`src/rtl/pwm_pkg.sv`:
```
// Shared constants and helpers for the PWM output stage: register map,
// PWM period limits and the per-pin output selection rule.
package pwm_pkg;

  localparam int unsigned ADDR_EN_OUT_LO = 0;
  localparam int unsigned ADDR_EN_OUT_HI = 1;
  localparam int unsigned ADDR_EN_PWM_LO = 2;
  localparam int unsigned ADDR_EN_PWM_HI = 3;
  localparam int unsigned ADDR_DUTY      = 4;

  localparam logic [7:0] PWM_TOP   = 8'd254;
  localparam logic [7:0] DUTY_FULL = 8'hFF;

  // A disabled pin is low; an enabled pin follows the PWM if selected, else high.
  function automatic logic [15:0] pin_mux(input logic [15:0] en_out,
                                          input logic [15:0] en_pwm,
                                          input logic        level);
    return en_out & (~en_pwm | {16{level}});
  endfunction

endpackage

```
`src/rtl/pwm_output_stage_if.sv`:
```
// Register-write bus from the SPI peripheral into the PWM output stage.
interface pwm_output_stage_if #(
  parameter int unsigned ADDR_W = 7
);
  logic              wr_en;
  logic [ADDR_W-1:0] wr_addr;
  logic [7:0]        wr_data;

  modport master (output wr_en, output wr_addr, output wr_data);
  modport slave  (input  wr_en, input  wr_addr, input  wr_data);
endinterface

```
`src/rtl/pwm_timebase.sv`:
```
// Prescaled 8-bit PWM counter with a duty shadow register that is only
// reloaded at the period wrap, so pins never see a partial period.
module pwm_timebase
  import pwm_pkg::*;
#(
  parameter int unsigned CLK_DIV = 13
) (
  input  logic       clk,
  input  logic       rst_n,
  input  logic [7:0] duty_i,
  output logic       pwm_level_o,
  output logic       period_start_o
);

  localparam int unsigned DIV_W = (CLK_DIV > 1) ? $clog2(CLK_DIV) : 1;

  logic [DIV_W-1:0] div_cnt_q, div_cnt_d;
  logic [7:0]       pwm_cnt_q, pwm_cnt_d;
  logic [7:0]       duty_active_q, duty_active_d;
  logic             period_start_q, period_start_d;
  logic             step, wrap;

  always_comb begin
    step           = (div_cnt_q == DIV_W'(CLK_DIV - 1));
    wrap           = step && (pwm_cnt_q == PWM_TOP);
    div_cnt_d      = step ? '0 : div_cnt_q + DIV_W'(1);
    pwm_cnt_d      = pwm_cnt_q;
    if (step) begin
      pwm_cnt_d = wrap ? '0 : pwm_cnt_q + 8'd1;
    end
    // duty_i is the pre-edge register value, so a write on the wrap cycle lands one period later
    duty_active_d  = wrap ? duty_i : duty_active_q;
    period_start_d = wrap;
  end

  always_ff @(posedge clk or negedge rst_n) begin
    if (!rst_n) begin
      div_cnt_q      <= '0;
      pwm_cnt_q      <= '0;
      duty_active_q  <= '0;
      period_start_q <= 1'b0;
    end else begin
      div_cnt_q      <= div_cnt_d;
      pwm_cnt_q      <= pwm_cnt_d;
      duty_active_q  <= duty_active_d;
      period_start_q <= period_start_d;
    end
  end

  assign pwm_level_o    = (duty_active_q == DUTY_FULL) || (pwm_cnt_q < duty_active_q);
  assign period_start_o = period_start_q;

endmodule

```
`src/rtl/pwm_output_stage.sv`:
```
// Register bank decoded from SPI writes plus registered muxing of 16 pins
// between forced-low, forced-high and the shared PWM waveform.
module pwm_output_stage
  import pwm_pkg::*;
#(
  parameter int unsigned CLK_DIV  = 13,
  parameter int unsigned MAX_ADDR = 4,
  parameter int unsigned ADDR_W   = 7
) (
  input  logic                clk,
  input  logic                rst_n,
  pwm_output_stage_if.slave   wr,
  output logic [7:0]          out_lo,
  output logic [7:0]          out_hi,
  output logic                period_start
);

  logic [15:0] en_out_q, en_out_d;
  logic [15:0] en_pwm_q, en_pwm_d;
  logic [15:0] pins_q, pins_d;
  logic [7:0]  duty_q, duty_d;
  logic        wr_hit;
  logic        pwm_level;

  always_comb begin
    en_out_d = en_out_q;
    en_pwm_d = en_pwm_q;
    duty_d   = duty_q;
    wr_hit   = wr.wr_en && (wr.wr_addr <= ADDR_W'(MAX_ADDR));
    if (wr_hit) begin
      case (wr.wr_addr)
        ADDR_W'(ADDR_EN_OUT_LO): en_out_d[7:0]  = wr.wr_data;
        ADDR_W'(ADDR_EN_OUT_HI): en_out_d[15:8] = wr.wr_data;
        ADDR_W'(ADDR_EN_PWM_LO): en_pwm_d[7:0]  = wr.wr_data;
        ADDR_W'(ADDR_EN_PWM_HI): en_pwm_d[15:8] = wr.wr_data;
        ADDR_W'(ADDR_DUTY):      duty_d         = wr.wr_data;
        default: ;
      endcase
    end
    pins_d = pin_mux(en_out_q, en_pwm_q, pwm_level);
  end

  always_ff @(posedge clk or negedge rst_n) begin
    if (!rst_n) begin
      en_out_q <= '0;
      en_pwm_q <= '0;
      duty_q   <= '0;
      pins_q   <= '0;
    end else begin
      en_out_q <= en_out_d;
      en_pwm_q <= en_pwm_d;
      duty_q   <= duty_d;
      pins_q   <= pins_d;
    end
  end

  pwm_timebase #(
    .CLK_DIV(CLK_DIV)
  ) u_timebase (
    .clk           (clk),
    .rst_n         (rst_n),
    .duty_i        (duty_q),
    .pwm_level_o   (pwm_level),
    .period_start_o(period_start)
  );

  assign out_lo = pins_q[7:0];
  assign out_hi = pins_q[15:8];

endmodule

```
`src/flat_wrapper.sv`:
```
// flat-port wrapper written by rule: the top's interface ports become plain ports
module pwm_output_stage_flat import pwm_pkg::*;
#(
  parameter int unsigned CLK_DIV  = 13,
  parameter int unsigned MAX_ADDR = 4,
  parameter int unsigned ADDR_W   = 7
)
  (clk, rst_n, out_lo, out_hi, period_start, wr_wr_en, wr_wr_addr, wr_wr_data);
  pwm_output_stage_if #(.ADDR_W(ADDR_W)) wr_i ();
  input  logic clk;
  input  logic rst_n;
  output logic [7:0] out_lo;
  output logic [7:0] out_hi;
  output logic period_start;
  input wire logic [$bits(wr_i.wr_en)-1:0] wr_wr_en;
  input wire logic [$bits(wr_i.wr_addr)-1:0] wr_wr_addr;
  input wire logic [$bits(wr_i.wr_data)-1:0] wr_wr_data;
  assign wr_i.wr_en = wr_wr_en;
  assign wr_i.wr_addr = wr_wr_addr;
  assign wr_i.wr_data = wr_wr_data;
  pwm_output_stage #(.CLK_DIV(CLK_DIV), .MAX_ADDR(MAX_ADDR), .ADDR_W(ADDR_W)) u_core (.clk(clk), .rst_n(rst_n), .wr(wr_i), .out_lo(out_lo), .out_hi(out_hi), .period_start(period_start));
endmodule
```
`config.mk`:
```
export PLATFORM = sky130hd
export DESIGN_NAME = pwm_output_stage_flat
export DESIGN_NICKNAME = d
export VERILOG_FILES = /design/src/rtl/pwm_pkg.sv /design/src/rtl/pwm_output_stage_if.sv /design/src/rtl/pwm_timebase.sv /design/src/rtl/pwm_output_stage.sv /design/src/flat_wrapper.sv
export SDC_FILE = /design/constraint.sdc
export NUM_CORES = 1
export LEC_CHECK = 0
export CORE_MARGIN = 10
export CORE_UTILIZATION = 35
export DETAILED_ROUTE_END_ITERATION = 7
export HOLD_SLACK_MARGIN = 0.05
export PLACE_DENSITY = 0.62
export SYNTH_ARGS = -nofsm -noshare
export SYNTH_HDL_FRONTEND = slang
export SYNTH_SLANG_ARGS = --single-unit
```
`constraint.sdc`:
```
create_clock -name clk -period 2.75 [get_ports clk]
set_clock_uncertainty 0.1 [all_clocks]
set_input_delay 0.6875 -clock clk [delete_from_list [all_inputs] [get_ports clk]]
set_output_delay 0.6875 -clock clk [all_outputs]
set_load 0.01 [all_outputs]
```
# Word level (Yosys, flattened, before mapping)
# Cells that the tools add are included.
[word_totals]
reg_bits = 77
inputBits = 18
output_inout_bits = 17
[classes]
add_sub_neg = 2
order_cmp = 2
eq_ne = 7
muxes = 2
bitwise = 3
reduce_logical = 9
[op_table]
columns = ["operator", "n"]
rows = [
  ["$and A16 B16 Y16", 1],
  ["$eq A8 B8 Y1 const B", 2],
  ["$not A16 Y16", 1],
  ["$or A16 B16 Y16", 1],
  ["$eq A7 B2 Y1 const B", 2],
  ["$reduce_and A2 Y1", 5],
  ["$add A8 B1 Y8 const B", 1],
  ["$lt A8 B8 Y1", 1],
  ["$mux W8", 1],
  ["$eq A7 B1 Y1 const B", 1],
  ["$eq A7 B3 Y1 const B", 1],
  ["$le A7 B3 Y1 const B", 1],
  ["$logic_not A7 Y1", 1],
  ["$add A4 B1 Y4 const B", 1],
  ["$eq A4 B4 Y1 const B", 1],
  ["$mux W4", 1],
  ["$logic_and A1 B1 Y1", 2],
  ["$logic_or A1 B1 Y1", 1],
]

# Depth between registers and ports, before layout
# Gate-level depths: netlist of the first run.
[depth]
word_depth = 4
ltp_mapped = 7
mapped_depth_nobuf = 6

# Modules after synthesis
# Synthesis of the first run repeated with hierarchy kept, for this count alone.
[hier_totals]
hier_cells = 233
area_unflattened_um2 = 3241.9
[by_module_without_submodules]
columns = ["mod", "instances", "cells_each", "area_each_um2", "seq_area_each_um2"]
rows = [
  ["pwm_output_stage", 1, 123, 2087.0, 1401.3],
  ["pwm_timebase", 1, 110, 1154.9, 525.5],
]

# Worst setup path after synthesis of the first run
# OpenSTA, ideal clock, no wires.
[synth_timing]
path_kind = "input to register"
startpoint = "in wr_wr_addr[3]"
endpoint = "reg u_core.en_pwm_q[0]"
arrival_ns = 1.876
t_required_ns = 2.525
slack_ns = 0.649
cell_stages = 4
n_path_buf = 0
cell_sequence = "nor4_4 > nand3b_2 > nor3b_4 > mux2_2"
[synth_between]
elab_chain_len = 3
[synth_rtl]
columns = ["element", "line", "text"]
rows = [
  ["start, declared", "flat_wrapper.sv:16", "input wire logic [$bits(wr_i.wr_addr)-1:0] wr_wr_addr;"],
  ["$le A7 B3 Y1", "pwm_output_stage.sv:29", "wr_hit = wr.wr_en && (wr.wr_addr <= ADDR_W'(MAX_ADDR));"],
  ["$logic_and A1 B1 Y1", "pwm_output_stage.sv:29", ""],
  ["$reduce_and A2 Y1 (no source line) (*)", "--", ""],
  ["end signal, assigned", "pwm_output_stage.sv:51", "en_pwm_q <= en_pwm_d;"],
  ["end, declared", "pwm_output_stage.sv:19", "logic [15:0] en_pwm_q, en_pwm_d;"],
]
# Every way passes the cells marked *; elsewhere a longest branch is shown, timed or not.
# A chain may end at the register's enable or synchronous reset.

# Worst setup path in the final report of the first run
[layout_timing]
startpoint = "in wr_wr_addr[3]"
endpoint = "reg u_core.en_out_q[6]"
[layout_between]
elab_chain_len = 3
[layout_rtl]
columns = ["element", "line", "text"]
rows = [
  ["$le A7 B3 Y1", "pwm_output_stage.sv:29", ""],
  ["$logic_and A1 B1 Y1", "pwm_output_stage.sv:29", ""],
  ["$reduce_and A2 Y1 (no source line) (*)", "--", ""],
  ["end signal, assigned", "pwm_output_stage.sv:50", "en_out_q <= en_out_d;"],
  ["end, declared", "pwm_output_stage.sv:18", "logic [15:0] en_out_q, en_out_d;"],
]
# Marks and branches as above.

==> out/metrics.yaml, run 1 <==
run_status:
  status: "finished clean"
routing:
  drtAntennaViolNets: 0
  initialDrtViolationCount: 35
  drc_errors: 0
  viasPerCell: 4.94
  drt_pass1_iterations: 4
  via_count: 1965
  wirelength_mm: 6.32
  wl_per_cell_um: 15.9
power:
  p_clk_frac: 0.358
  power.density_mw_per_mm2: 556
  leakagePower_nw: 1.83
  switching_share: 0.241
  p_comb_frac: 0.081
  ir_drop_v: 0.000213
  p_sw_mw: 0.526
  power_frac_seq: 0.561
  internal-power_mw: 1.66
yosys:
  netlist_area_mm2: 0.00319
  muxShareOfSynthArea: 0.145
  synth_top_family_by_area: "multiplexers"
  synth_flop_cell: "dfrtp_1"
  syn_avg_cell_area_um2: 13.6
  synth_edf_count: 0
  synthAdderAreaFrac: 0.0432
  synth_cell_type_count: 38
  synth.ff_latch_count: 77
  yosys.area_share.simple: 0.0923
  synth_xor_area_frac: 0.0137
  synth-compound-area-share: 0.0828
  synthesis.nets: 263
  yosysWarnings: 0
  seq_area_frac_synth: 0.605
  syn_inst: 234
  async_reset_ff_frac: 1.00
die:
  ioPinCount: 35
  rows: 34
  core_area_mm2: 0.00881
  dieWidth_um: 115
  dieArea_mm2: 0.0133
  fp.dieH_um: 115
  start_util: 0.362
setup_path:
  worstPathArrival_ns: 2.48
  critical_path_class: "in2reg"
  critPathRequiredTime_ns: 2.88
  worstPathMaxFanout: 8
  crit_path_start_kind: "primary input"
  cp-end-kind: "flop"
  critPathSlowestCell: "clkdlybuf4s50_1"
  path_cells: "clkdlybuf4s50_1 -> nor4_4 -> nand3b_2 -> nor3_4 -> mux2_2"
  slowest_delay_ns: 0.44
timing:
  max_slew_margin: 0.626
  worst_pin_slew_ns: 0.561
  setup_viol: 0
  rsz0062_at_grt: "false"
  fin_crit_sh: 0.854
  tns_ns: 0
  timing.final.crit_period_ns: 2.35
  fmax_ghz: 0.426
  drv_slew: 0
  hold_viol_final: 0
clock_tree:
  ctsHoldBuffers: 0
  ctsRootBufferMaster: "clkbuf_8"
  cts_resized: 0
  ctsHtreeMaxLevel: 3
  clockBufferDepth: 2
  clk_pin_slew_ns: 0.08
  postCtsSetupRepairBufs: 0
  clkSinkCount: 77
  cts_tree: "yes"
  worstSkewPairLatency_ns: 0.35
  cts_buffers: 9
global_routing:
  grt_max_degree: 43
  grt_pass1_wl_mm: 10.7
  grt_pass1_vias: 2101
  grt_antenna_before_repair: 0
  overflow: 0
  grt.total_usage: 0.102
finish:
  n_antenna_cell: 0
  fillers: 802
  final_cell_mix: "dfrtp_1 (77), mux2_2 (41), clkdlybuf4s50_1 (33)"
  drive_above_1_share: 0.252
  finalNonFillerCells: 398
  final_common_cell: "dfrtp_1"
  fin_nets: 314
  utilization: 0.446
  area_growth_pct: 23.2
flow_run:
  max_cap_viol_count: 0
place:
  place_congestion: 0.729
  placed_cells: 382
  dp_hpwl_mm: 4.42
  port_buffers: 34
hold_path:
  hp-class: "in2async"
-- sequential cells by signal (all words and copies together), names as in the netlist --
| signal | cells |
|---|---|
| u_core.pins_q | 16 |
| u_core.u_timebase.div_cnt_q | 4 |
| u_core.u_timebase.pwm_cnt_q | 8 |
| u_core.duty_q | 8 |
| u_core.en_out_q | 16 |
| u_core.u_timebase.duty_active_q | 8 |
| u_core.en_pwm_q | 16 |
| u_core.u_timebase.period_start_o | 1 |
-- cell usage after synthesis (2+ instances only) --
cell	count	share of area
dfrtp_1	77	0.60
mux2_2	41	0.14
a21boi_0	16	0.038
ha_1	11	0.043
inv_1	11	0.013
nor2_1	11	0.013
o21ai_0	11	0.017
nand2_1	9	0.011
nand4_1	5	0.0098
and3_1	4	0.0079
a21oi_1	3	0.0047
xor2_1	3	0.0082
a21o_1	2	0.0047
and2_1	2	0.0039
and4_1	2	0.0055
clkbuf_1	2	0.0024
nand3_1	2	0.0031
xnor2_1	2	0.0055
-- worst max-delay path: cells and delay by family --
kind | cells | cell delay, ns
buffers and inverters | 1 | 0.44
AND/OR/NAND/NOR | 3 | 0.94
multiplexers | 1 | 0.40
-- layer usage --
layer / vias to the layer above / track usage / wire [µm]
met5: - / 0 / 0
met4: 0 / 0.0583 / 132
met3: 8 / 0.0295 / 290
met2: 32 / 0.146 / 2870
met1: 993 / 0.134 / 3030
li1: 932 / - / -
-- metrics by stage --
step	setup WS [ns]	area (µm²)	hold WS, ns	power (mW)
after global placement	0.0461	3740	0.339	1.42
after global routing	0.302	3930	0.263	2.30
after floorplan	0.649	3190	0.292	1.31
after CTS	0.405	3930	0.235	2.22
final	0.403	3930	0.226	2.18
after detailed placement	0.0122	3740	0.341	1.43
-- cell type report --
cell class / count / area (µm²) / share of cell area
sequential: 77 / 1930 / 0.491
multi-input combinational: 142 / 1200 / 0.306
timing repair buffer: 44 / 438 / 0.112
clock buffer: 10 / 138 / 0.0351
tap: 108 / 135 / 0.0344
clock inverter: 6 / 46.3 / 0.0118
inverter: 11 / 41.3 / 0.0105
-- power by group through the flow --
stage	Clock [mW]	Sequential, mW	Combinational, mW
floorplan	0	1.25	0.0579
global placement	0	1.25	0.178
detailed placement	0	1.25	0.182
CTS	0.811	1.22	0.183
global route	0.868	1.23	0.195
finish	0.780	1.22	0.177
-- worst paths after layout --
path | start | to | slack, ns | cells past startpoint
worst max-delay path | wr_wr_addr[3] | u_core.en_out_q[6] | 0.40 | 5
worst min-delay path | rst_n | u_core.u_timebase.div_cnt_q[1] | 0.23 | 1
worst max register to register | u_core.u_timebase.div_cnt_q[0] | u_core.u_timebase.duty_active_q[0] | 0.65 | 6
worst min register to register | u_core.en_pwm_q[7] | u_core.pins_q[7] | 0.35 | 1
max in group asynchronous | rst_n | u_core.u_timebase.duty_active_q[5] | 1.70 | 2
min in group clk | u_core.en_pwm_q[7] | u_core.pins_q[7] | 0.35 | 1
-- logic make-up after synthesis --
family | Yosys count
flip-flops | 77
buffers and inverters | 15
adder cells (fa/ha/maj) | 11
AND/OR/NAND/NOR | 46
AO/OA/AOI/OAI | 39
multiplexers | 41
XOR/XNOR | 5
Note: power is estimated with default switching activity, not from simulation.
==> run 2: changes to the inputs <==
--- a/config.mk
+++ b/config.mk
@@ -6,10 +6,10 @@
 export NUM_CORES = 1
 export LEC_CHECK = 0
 export CORE_MARGIN = 10
-export CORE_UTILIZATION = 35
+export CORE_UTILIZATION = 45
 export DETAILED_ROUTE_END_ITERATION = 7
 export HOLD_SLACK_MARGIN = 0.05
-export PLACE_DENSITY = 0.62
+export PLACE_DENSITY = 0.74
 export SYNTH_ARGS = -nofsm -noshare
 export SYNTH_HDL_FRONTEND = slang
 export SYNTH_SLANG_ARGS = --single-unit
==> constraint.sdc (replaced) <==
create_clock -name clk -period 2.63 [get_ports clk]
set_clock_uncertainty 0.1 [all_clocks]
set_input_delay 0.6575 -clock clk [delete_from_list [all_inputs] [get_ports clk]]
set_output_delay 0.6575 -clock clk [all_outputs]
set_load 0.01 [all_outputs]
==> run 2 against run 1 <==
- worst setup slack gained 0.021 ns
- combinational power grew 3%
- critical path depth grew 1
- sequential cell count is the same
- global-route usage grew 1.3 points
- highest routed layer unchanged
==> out/metrics.yaml, run 2 (synthesis results as in run 1) <==
run_status:
  status: "finished clean"
clock_tree:
  cts_buffers: 9  # unchanged
  clockBufferDepth: 2  # unchanged
  clkSinkCount: 77  # unchanged
  ctsHtreeMaxLevel: 3  # unchanged
  ctsRootBufferMaster: "clkbuf_8"
  worstSkewPairLatency_ns: 0.36  # about the same
  clk_pin_slew_ns: 0.08  # about the same
  ctsHoldBuffers: 0  # unchanged
  cts_tree: "yes"
  postCtsSetupRepairBufs: 0  # unchanged
  cts_resized: 0  # unchanged
setup_path:
  cp-end-kind: "flop"
  reg2reg_from: "u_core.u_timebase.div_cnt_q[0]"
  critical_path_class: "in2reg"
  startpoint: "wr_wr_addr[3]"
  worstPathMaxFanout: 4  # -4
  crit_path_start_kind: "primary input"
  worstPathArrival_ns: 2.35  # -0.13 ns
  critPathRequiredTime_ns: 2.77  # -0.11 ns
power:
  ir_drop_v: 0.000318  # +49%
  power_frac_seq: 0.556  # -0.005
  internal-power_mw: 1.72  # +3.9%
  leakagePower_nw: 1.84  # +0.68%
  p_sw_mw: 0.584  # +11%
  p_clk_frac: 0.365  # +0.007
  p_comb_frac: 0.079  # -0.002
  switching_share: 0.253  # +0.0125
  power.density_mw_per_mm2: 588  # +5.7%
global_routing:
  grt_pass1_wl_mm: 10.1  # -5.5%
  busiest_layer: "met2"
  overflow: 0  # unchanged
  use_met1: 0.132  # -0.00171
  use_met3: 0.0372  # +0.00772
  grt.total_usage: 0.115  # +0.0130
  grt_use_met2: 0.190  # +0.0439
  grt_pass1_vias: 2057  # -2.1%
  grt_max_degree: 36  # -16%
  grt_antenna_before_repair: 0  # unchanged
die:
  dieArea_mm2: 0.0108  # -19%
  fp.dieH_um: 104  # -9.8%
  rows: 30  # -12%
  core_area_mm2: 0.00683  # -22%
  dieWidth_um: 104  # -9.8%
  ioPinCount: 35  # unchanged
  start_util: 0.466  # +0.105
finish:
  final_cell_mix: "dfrtp_1 (77), mux2_2 (41), clkdlybuf4s50_1 (33)"
  regArea_mm2: 0.00193  # unchanged
  fin_nets: 317  # +0.96%
  final_common_cell: "dfrtp_1"
  utilization: 0.575  # +0.129
  area_growth_pct: 23.2  # about the same
  drive_above_1_share: 0.259  # +0.00766
  top_regs: "u_core.en_out_q x16, u_core.en_pwm_q x16, u_core.pins_q x16"
  fin_area_mm2: 0.00393  # about the same
  finalNonFillerCells: 389  # -2.3%
  n_antenna_cell: 0  # unchanged
  multi_input_area_mm2: 0.00120  # unchanged
  fillers: 598  # -25%
place:
  dp_hpwl_mm: 4.41  # -0.40%
  detailed_place.area_mm2: 0.00374  # -0.13%
  port_buffers: 34  # unchanged
  placed_cells: 373  # -2.4%
  place_congestion: 0.744  # +2.1%
routing:
  drt_pass1_iterations: 4  # unchanged
  wirelength_mm: 5.95  # -5.8%
  drc_errors: 0  # unchanged
  via_count: 1969  # +0.20%
  viasPerCell: 5.06  # +2.5%
  wl_per_cell_um: 15.3  # -3.6%
  drtAntennaViolNets: 0  # unchanged
  initialDrtViolationCount: 59  # +69%
timing:
  fmax_ghz: 0.453
  hold_viol_final: 0  # unchanged
  max_slew_margin: 0.708  # +0.0817
  rsz0062_at_grt: "false"
  setup_viol: 0  # unchanged
  timing.final.crit_period_ns: 2.21
  drv_slew: 0  # unchanged
  tns_ns: 0  # unchanged
  worst_pin_slew_ns: 0.427  # -0.134 ns
  fin_crit_sh: 0.839
hold_path:
  hp-class: "in2async"
flow_run:
  max_cap_viol_count: 0  # unchanged
-- run 2: per-stage QoR --
stage / setup WS [ns] / total power [mW] / hold WS, ns
2_1_floorplan: 0.559 / 1.37 / 0.262
3_3_place_gp: 0.0851 / 1.49 / 0.343
3_5_place_dp: 0.0410 / 1.49 / 0.350
4_1_cts: 0.419 / 2.34 / 0.146
5_1_grt: 0.386 / 2.41 / 0.156
6_report: 0.424 / 2.31 / 0.140
-- run 2: power by group through the flow --
stage | combinational [mW] | clock [mW] | sequential (mW)
floorplan | 0.0606 | 0 | 1.31
global placement | 0.182 | 0 | 1.30
detailed placement | 0.187 | 0 | 1.31
CTS | 0.187 | 0.864 | 1.28
global route | 0.200 | 0.916 | 1.29
finish | 0.182 | 0.841 | 1.28
-- run 2: final cells by class --
class / count / area share
inverter: 11 / 0.0105
timing repair buffer: 47 / 0.114
sequential: 77 / 0.491
clock inverter: 7 / 0.0163
clock buffer: 9 / 0.0316
multi-input combinational: 142 / 0.306
tap: 96 / 0.0306
-- run 2: worst max-delay path, cell delays in order --
cell and delay [ns]:
clkdlybuf4s50_1 0.44, nor4_4 0.35, nand3b_2 0.17, nor3b_4 0.23, buf_4 0.17, mux2_2 0.34
-- run 2: per-layer routing --
layer,vias to the layer above,share of wire
li1,943,-
met1,995,0.44
met2,24,0.51
met3,7,0.028
met4,0,0.017
met5,-,0
-- run 2: worst paths after layout --
path,to,slack (ns),cells after the start
worst max-delay path,u_core.en_pwm_q[4],0.42,6
worst min register to register,u_core.pins_q[12],0.36,1
worst max register to register,u_core.u_timebase.pwm_cnt_q[4],0.62,7
max in group asynchronous,u_core.en_out_q[9],1.70,2
min in group clk,u_core.pins_q[12],0.36,1
worst min-delay path,u_core.u_timebase.div_cnt_q[0],0.14,1
==> run 3: changes to the inputs <==
==> constraint.sdc (replaced) <==
create_clock -name clk -period 2.1 [get_ports clk]
set_clock_uncertainty 0.1 [all_clocks]
set_input_delay 0.525 -clock clk [delete_from_list [all_inputs] [get_ports clk]]
set_output_delay 0.525 -clock clk [all_outputs]
set_load 0.01 [all_outputs]
==> run 3 against run 2 <==
- cell area rose by 2.3%
- combinational power rose by 27%
- utilization rose by 1.3 points
- final cell count rose by 1.3%
- die area did not move
- non-clock buffer count rose by 5
- worst setup slack got worse by 0.29 ns
- critical endpoint is now u_core.en_pwm_q[8]
==> out/metrics.yaml, run 3 (synthesis results as in run 1) <==
run_status:
  status: "finished clean"
finish:
  n_antenna_cell: 0  # unchanged
  fin_area_mm2: 0.00401  # +2.3%
  final_cell_mix: "dfrtp_1 (77), mux2_2 (41), clkdlybuf4s50_1 (30)"
  final_common_cell: "dfrtp_1"
  finalNonFillerCells: 394  # +1.3%
  drive_above_1_share: 0.279  # +0.0191
  fin_nets: 322  # +1.6%
  fillers: 562  # -6.0%
  area_growth_pct: 26.0
  top_regs: "u_core.en_out_q x16, u_core.en_pwm_q x16, u_core.pins_q x16"
  multi_input_area_mm2: 0.00123  # +2.3%
  regArea_mm2: 0.00193  # unchanged
  utilization: 0.588  # +0.0130
setup_path:
  critPathRequiredTime_ns: 2.24  # -0.53 ns
  reg2reg_depth: 6  # -1
  critical_path_class: "in2reg"
  worstPathMaxFanout: 3  # -1
  worstPathArrival_ns: 2.11  # -0.24 ns
  crit_path_start_kind: "primary input"
  cp-end-kind: "flop"
place:
  port_buffers: 34  # unchanged
  place_congestion: 0.771  # +3.6%
  dp_slack_ns: -0.359  # -0.400 ns
  dp_hpwl_mm: 4.34  # -1.6%
  placed_cells: 375  # +0.54%
  detailed_place.area_mm2: 0.00376  # +0.74%
clock_tree:
  clk_pin_slew_ns: 0.09  # about the same
  cts_tree: "yes"
  ctsHtreeMaxLevel: 3  # unchanged
  clockBufferDepth: 2  # unchanged
  clkSinkCount: 77  # unchanged
  ctsRootBufferMaster: "clkbuf_8"
  worstSkewPairLatency_ns: 0.35  # about the same
  cts_buffers: 9  # unchanged
timing:
  timing.final.crit_period_ns: 1.97
  rsz0062_at_grt: "false"
  drv_slew: 0  # unchanged
  fin_ws_ns: 0.130  # -0.294 ns
  fin_crit_sh: 0.938
  setup_viol: 0  # unchanged
  fmax_ghz: 0.508
  whs_ns: 0.354  # +0.215 ns
  max_slew_margin: 0.780  # +0.0720
  hold_viol_final: 0  # unchanged
  worst_pin_slew_ns: 0.328  # -0.0995 ns
  tns_ns: 0  # unchanged
power:
  p_sw_mw: 0.720  # +23%
  total_power_mw: 2.88  # +25%
  internal-power_mw: 2.16  # +25%
  ir_drop_v: 0.000374  # +17%
  p_comb_frac: 0.080  # about the same
  power_frac_seq: 0.558  # +0.002
  p_clk_frac: 0.362  # -0.003
  switching_share: 0.250  # -0.00311
  power.density_mw_per_mm2: 717  # +22%
  leakagePower_nw: 1.92  # +3.9%
global_routing:
  overflow: 0  # unchanged
  grt.total_usage: 0.113  # -0.00194
  grt_max_degree: 41  # +14%
  grt_pass1_wl_mm: 9.96  # -1.2%
  grt_pass1_vias: 2041  # -0.78%
  grt_antenna_before_repair: 0  # unchanged
die:
  ioPinCount: 35  # unchanged
  core_area_mm2: 0.00683  # unchanged
  dieArea_mm2: 0.0108  # unchanged
  start_util: 0.466  # unchanged
  dieWidth_um: 104  # unchanged
  rows: 30  # unchanged
  fp.dieH_um: 104  # unchanged
routing:
  drc_errors: 0  # unchanged
  initialDrtViolationCount: 50  # -15%
  drtAntennaViolNets: 0  # unchanged
  viasPerCell: 5.08  # +0.34%
  wirelength_mm: 6.02  # +1.2%
  via_count: 2001  # +1.6%
  drt_pass1_iterations: 5  # +1
  wl_per_cell_um: 15.3  # about the same
hold_path:
  hold_depth: 1
  hp-class: "reg2reg"
flow_run:
  max_cap_viol_count: 0  # unchanged
==> run 3: power by group through the flow <==
stage	sequential [mW]	combinational [mW]	clock [mW]
2_1_floorplan	1.64	0.0759	0
3_3_place_gp	1.63	0.229	0
3_5_place_dp	1.64	0.235	0
4_1_cts	1.61	0.237	1.07
5_1_grt	1.62	0.254	1.14
6_report	1.60	0.232	1.04
==> run 3: repair_timing <==
| action | in CTS | in global routing |
|---|---|---|
| hold buffers | 1 | 0 |
| resized for setup | 0 | 13 |
| endpoints found under the hold margin | 11 | 0 |
| buffers inserted | 0 | 1 |
| setup endpoints to repair | 0 | 35 |
==> run 3: path summary, 6_finish.rpt <==
check	to	slack, ns	from
max in group asynchronous	u_core.en_pwm_q[2]	0.89	rst_n
min in group asynchronous	u_core.u_timebase.div_cnt_q[1]	0.45	rst_n
max reg2reg	u_core.pins_q[6]	0.15	u_core.u_timebase.pwm_cnt_q[6]
max	u_core.en_pwm_q[8]	0.13	wr_wr_addr[3]
min	u_core.pins_q[5]	0.35	u_core.en_pwm_q[5]
min reg2reg	u_core.pins_q[5]	0.35	u_core.en_pwm_q[5]
==> run 3: area by class of cell <==
type                            instances  share of cell area
Sequential cell                        77               0.480
Clock inverter                          7              0.0153
Clock buffer                            9              0.0309
Multi-Input combinational cell        142               0.306
Timing Repair Buffer                   52               0.127
Inverter                               11              0.0103
Tap cell                               96              0.0299
==> run 3: critical path, cell delays in order <==
cell             delay [ns]
clkdlybuf4s50_1        0.45
nor4_4                 0.26
and3b_1                0.24
and3_4                 0.20
buf_4                  0.12
mux2_2                 0.32
==> run 3: layer usage <==
metal,global-route usage,wire length (µm),part of all wire
met3,0.0254,178,0.030
met5,0,0,0
met2,0.188,3110,0.52
met1,0.129,2630,0.44
met4,0.0686,100,0.017
